File: src/rtl/rv_bram_arbiter.sv
// Arbiter sharing one single-port fixed-latency BRAM between instruction fetch and data access.
// Data has priority, a starvation guard protects fetch, and a tag pipeline routes read responses.
module rv_bram_arbiter #(
    parameter int LAT    = 2,
    parameter int AW     = 32,
    parameter int STARVE = 4
) (
    input  logic          clk,
    input  logic          rst_n,
    input  logic          if_req,
    input  logic [AW-1:0] if_addr,
    output logic          if_gnt,
    input  logic          if_flush,
    output logic          if_rvalid,
    output logic [31:0]   if_rdata,
    input  logic          d_req,
    input  logic          d_we,
    input  logic [AW-1:0] d_addr,
    input  logic [31:0]   d_wdata,
    output logic          d_gnt,
    output logic          d_rvalid,
    output logic [31:0]   d_rdata,
    output logic          mem_en,
    output logic          mem_we,
    output logic [AW-3:0] mem_addr,
    output logic [31:0]   mem_wdata,
    input  logic [31:0]   mem_rdata,
    output logic          busy
);

    localparam int CW = (STARVE < 1) ? 1 : $clog2(STARVE + 1);
    localparam logic [CW-1:0] STARVE_MAX = CW'(STARVE);

    logic [CW-1:0]  starve_q, starve_d;
    logic [LAT-1:0] vld_q, vld_d;
    logic [LAT-1:0] own_q, own_d;   // 0 = fetch, 1 = data
    logic           rd_gnt;
    logic           unused_addr_lsbs;

    assign unused_addr_lsbs = ^{if_addr[1:0], d_addr[1:0]};

    always_comb begin
        if_gnt = 1'b0;
        d_gnt  = 1'b0;
        if (if_req && (starve_q == STARVE_MAX)) begin
            if_gnt = 1'b1;
        end else if (d_req) begin
            d_gnt = 1'b1;
        end else if (if_req) begin
            if_gnt = 1'b1;
        end
    end

    always_comb begin
        mem_en    = if_gnt | d_gnt;
        mem_we    = d_gnt & d_we;
        mem_addr  = '0;
        mem_wdata = '0;
        if (d_gnt) begin
            mem_addr  = d_addr[AW-1:2];
            mem_wdata = d_wdata;
        end else if (if_gnt) begin
            mem_addr  = if_addr[AW-1:2];
        end
    end

    always_comb begin
        starve_d = starve_q;
        if (if_gnt || !if_req) begin
            starve_d = '0;
        end else if (starve_q != STARVE_MAX) begin
            starve_d = starve_q + 1'b1;
        end
    end

    assign rd_gnt = if_gnt | (d_gnt & ~d_we);

    // A flush kills fetch entries as they shift; the new entry in stage 0 is the redirect target.
    always_comb begin
        vld_d    = '0;
        own_d    = '0;
        vld_d[0] = rd_gnt;
        own_d[0] = d_gnt;
        for (int i = 1; i < LAT; i++) begin
            vld_d[i] = vld_q[i-1] & ~(if_flush & ~own_q[i-1]);
            own_d[i] = own_q[i-1];
        end
    end

    always_ff @(posedge clk or negedge rst_n) begin
        if (!rst_n) begin
            starve_q <= '0;
            vld_q    <= '0;
            own_q    <= '0;
        end else begin
            starve_q <= starve_d;
            vld_q    <= vld_d;
            own_q    <= own_d;
        end
    end

    always_comb begin
        if_rvalid = vld_q[LAT-1] & ~own_q[LAT-1] & ~if_flush;
        d_rvalid  = vld_q[LAT-1] & own_q[LAT-1];
        if_rdata  = if_rvalid ? mem_rdata : 32'h0;
        d_rdata   = d_rvalid ? mem_rdata : 32'h0;
        busy      = |vld_q;
    end

endmodule

File: config.mk
export PLATFORM = sky130hd
export DESIGN_NAME = rv_bram_arbiter
export DESIGN_NICKNAME = d
export VERILOG_FILES = /design/src/rtl/rv_bram_arbiter.sv
export SDC_FILE = /design/constraint.sdc
export NUM_CORES = 1
export LEC_CHECK = 0
export BUFFER_PORTS_ARGS = -buffer_cell sky130_fd_sc_hd__buf_4
export CORE_AREA = 2 2 103 105
export DETAILED_ROUTE_END_ITERATION = 16
export DIE_AREA = 0 0 105 107
export PLACE_DENSITY = 0.62
export SLEW_MARGIN = 20
export SYNTH_ARGS = -nofsm -noshare
export SYNTH_HDL_FRONTEND = slang
export SYNTH_SLANG_ARGS = --single-unit
export TNS_END_PERCENT = 10
File: constraint.sdc
create_clock -name clk -period 2.9 [get_ports clk]
set_input_delay 0.145 -clock clk [delete_from_list [all_inputs] [get_ports clk]]
set_output_delay 0.145 -clock clk [all_outputs]
set_load 0.02 [all_outputs]
==> summary.txt <==
GRT
  • First-pass GRT wire length: 12.0 mm
  • Total grt overflow: 0
  • Total GRT Usage: 12.7%
  • Largest net degree at the start of global routing: 68
  • Vias in the first global route: 2524
  • Initial antenna violation count: 0

Synthesis
  • Distinct cells, synth: 22
  • Syn_area_per_cell: 6.22 um^2
  • Ys Warns: 0
  • Sequential-to-total area share from yosys stat: 11.3%
  • Cell area after synthesis: 1550 um^2
  • Cell accounting for the most synthesized area: and3_1
  • Post-synth top area share: 26.7%
  • Synthesis-stage register bit count: 7
  • Largest cells by area after synthesis: and3_1, nand2_1, and2_1
  • Mapped Cells: 249
  • Post-Synthesis Net Count: 385

Routing
  • Via count: 2673
  • Post-route DRC: 0
  • Wire per inst: 12.7 um
  • Vias per cell: 4.27
  • DRT Pass-1 Iters: 4
  • Final WL: 7.97 mm
  • Starting DRT DRC Count: 157
  • Post-route ant nets: 0

Timing
  • Minimum clock period: 2.24 ns
  • Setup TNS: 0 ns
  • RSZ-0062 raised after global routing: false
  • Max_slew headroom: 42.9%
  • Fin crit share: 77.2%
  • Fmax: 447 MHz
  • Worst-Margin Slew: 0.857 ns
  • Setup ws final: 0.661 ns
  • Final Skew: 0.00273 ns
  • Hold Fails Final Rpt: 0
  • Final setup violation count: 0
  • Slew Viols, Final: 0

Final layout
  • N_diodes: 0
  • Layout area overhead: 132%
  • Most frequent cells in the layout: buf_4, and3_1, nand2_1
  • Final #Nets: 627
  • Register area: 175 um^2
  • Design area: 3600 um^2
  • Area of the multi-input gates: 1180 um^2
  • Most common cell after layout, fill and taps aside: buf_4
  • Fillers: 1066
  • Layout cells sized above 1: 55.9%

Pwr
  • Peak VDD IR: 0.0964 mV
  • P per Cell Area: 214 nW/um^2
  • Pwr Total: 0.769 mW
  • Pleak: 2.15 nW

Worst setup path
  • Crit start category: flop
  • Critical path required time: 2.76 ns
  • Critical Setup Path Class: flop to output port
  • Crit. End Element: output port
  • R2r setup slk: 1.37 ns
  • Critical path fanouts, max: 35
  • Arr. time, crit path: 2.09 ns

CTS
  • Clk sinks: 7
  • H-tree depth: 1
  • Clock Pin Slew Worst Setup and Hold Paths: 0.04 ns
  • Clock tree root buffer cell: clkbuf_8
  • Clock Latency Late Sink: 0.22 ns
  • Longest Clk Path Bufs: 2
  • CTS Buf Count: 3
  • CTS tree: yes
  • Hold buffers post-CTS: 1
  • Post-CTS Resized: 0
  • Setup Buffers After CTS: 0

Place
  • Port Buffers: 262
  • Placed cell area: 3540 um^2
  • Post-DP HPWL: 6.42 mm
  • Setup WS pre-CTS: 0.876 ns
  • Routability congestion estimate: 0.736

Min path
  • Hold Crit Class: input port to flop

Floorplan
  • CORE AREA: 10100 um^2
  • I/O pin count: 267
  • Rows: 37
  • Vert. Die Dim: 107 um
  • Die ar.: 11200 um^2
  • Die Wd: 105 um
  • Initial Util: 15.3%

Outcome
  • Outcome: completed

Run
  • Max Cap Viol: 0
[cells in the mapped netlist, drive strengths merged]
| cell type | count |
|---|---|
| nand2 | 63 |
| nand2b | 1 |
| dfrtp | 7 |
| or2 | 1 |
| a21boi | 2 |
| and2 | 33 |
| ha | 2 |
| a21oi | 1 |
| nor2 | 2 |
| nor3b | 2 |
| nand3 | 1 |
| and3 | 66 |
| inv | 5 |
| o22ai | 31 |
| and4 | 1 |
| buf | 15 |
| or3b | 1 |
| clkbuf | 15 |
[metrics by stage]
stage | util, % | hold slack (ns) | cells
2_1_floorplan | - | -0.151 | 249
3_3_place_gp | 35.1 | -0.0402 | 621
3_5_place_dp | 35.1 | -0.0340 | 621
4_1_cts | 35.6 | 0.137 | 626
5_1_grt | 35.6 | 0.143 | 626
6_report | 35.6 | 0.139 | 626
[report_power, final]
part           switching, mW  internal [mW]
clock network         0.0390         0.0948
registers             0.0150          0.103
logic                  0.246          0.271
total                  0.300          0.468
[worst max-delay path: stages, from the launching register on]
cell	delay [ns]
dfrtp_1	0.81
nor3b_4	0.47
buf_4	0.29
and2_1	0.16
buf_4	0.14
[cell families after synthesis]
kind of cell	share of synthesized area [%]
simple gates	59.7
compound gates	14.9
flops	11.3
fa+ha+maj	1.62
buf+inv	12.5
[worst paths after layout]
| path | startpoint | cells after the start | to |
|---|---|---|---|
| setup reg to reg | starve_q[0] | 5 | vld_q[0] |
| min in group asynchronous | rst_n | 2 | starve_q[2] |
| setup / recovery | vld_q[1] | 4 | if_rdata[15] |
| max in group asynchronous | rst_n | 2 | own_q[0] |
| hold reg to reg | own_q[0] | 0 | own_q[1] |
| hold / removal | if_flush | 2 | vld_q[1] |
[layer usage]
metal	share of wire (%)	global-route usage, %	vias up
met2	51	23.6	155
met3	9.6	3.10	10
met4	1.7	4.76	0
met1	38	13.8	1175
met5	0	0	-
li1	-	-	1333
[flip-flops by register name (all words and copies together) (netlist names)]
register  flops
starve_q      3
own_q         2
vld_q         2
[area by class of cell]
class,count,share of cell area [%]
Inverter,5,0.522
Multi-Input combinational cell,207,32.8
Timing Repair Buffer,267,55.8
Tap cell,136,4.73
Clock buffer,4,1.25
Sequential cell,7,4.87
No activity file was read; power rests on OpenSTA's default activity.
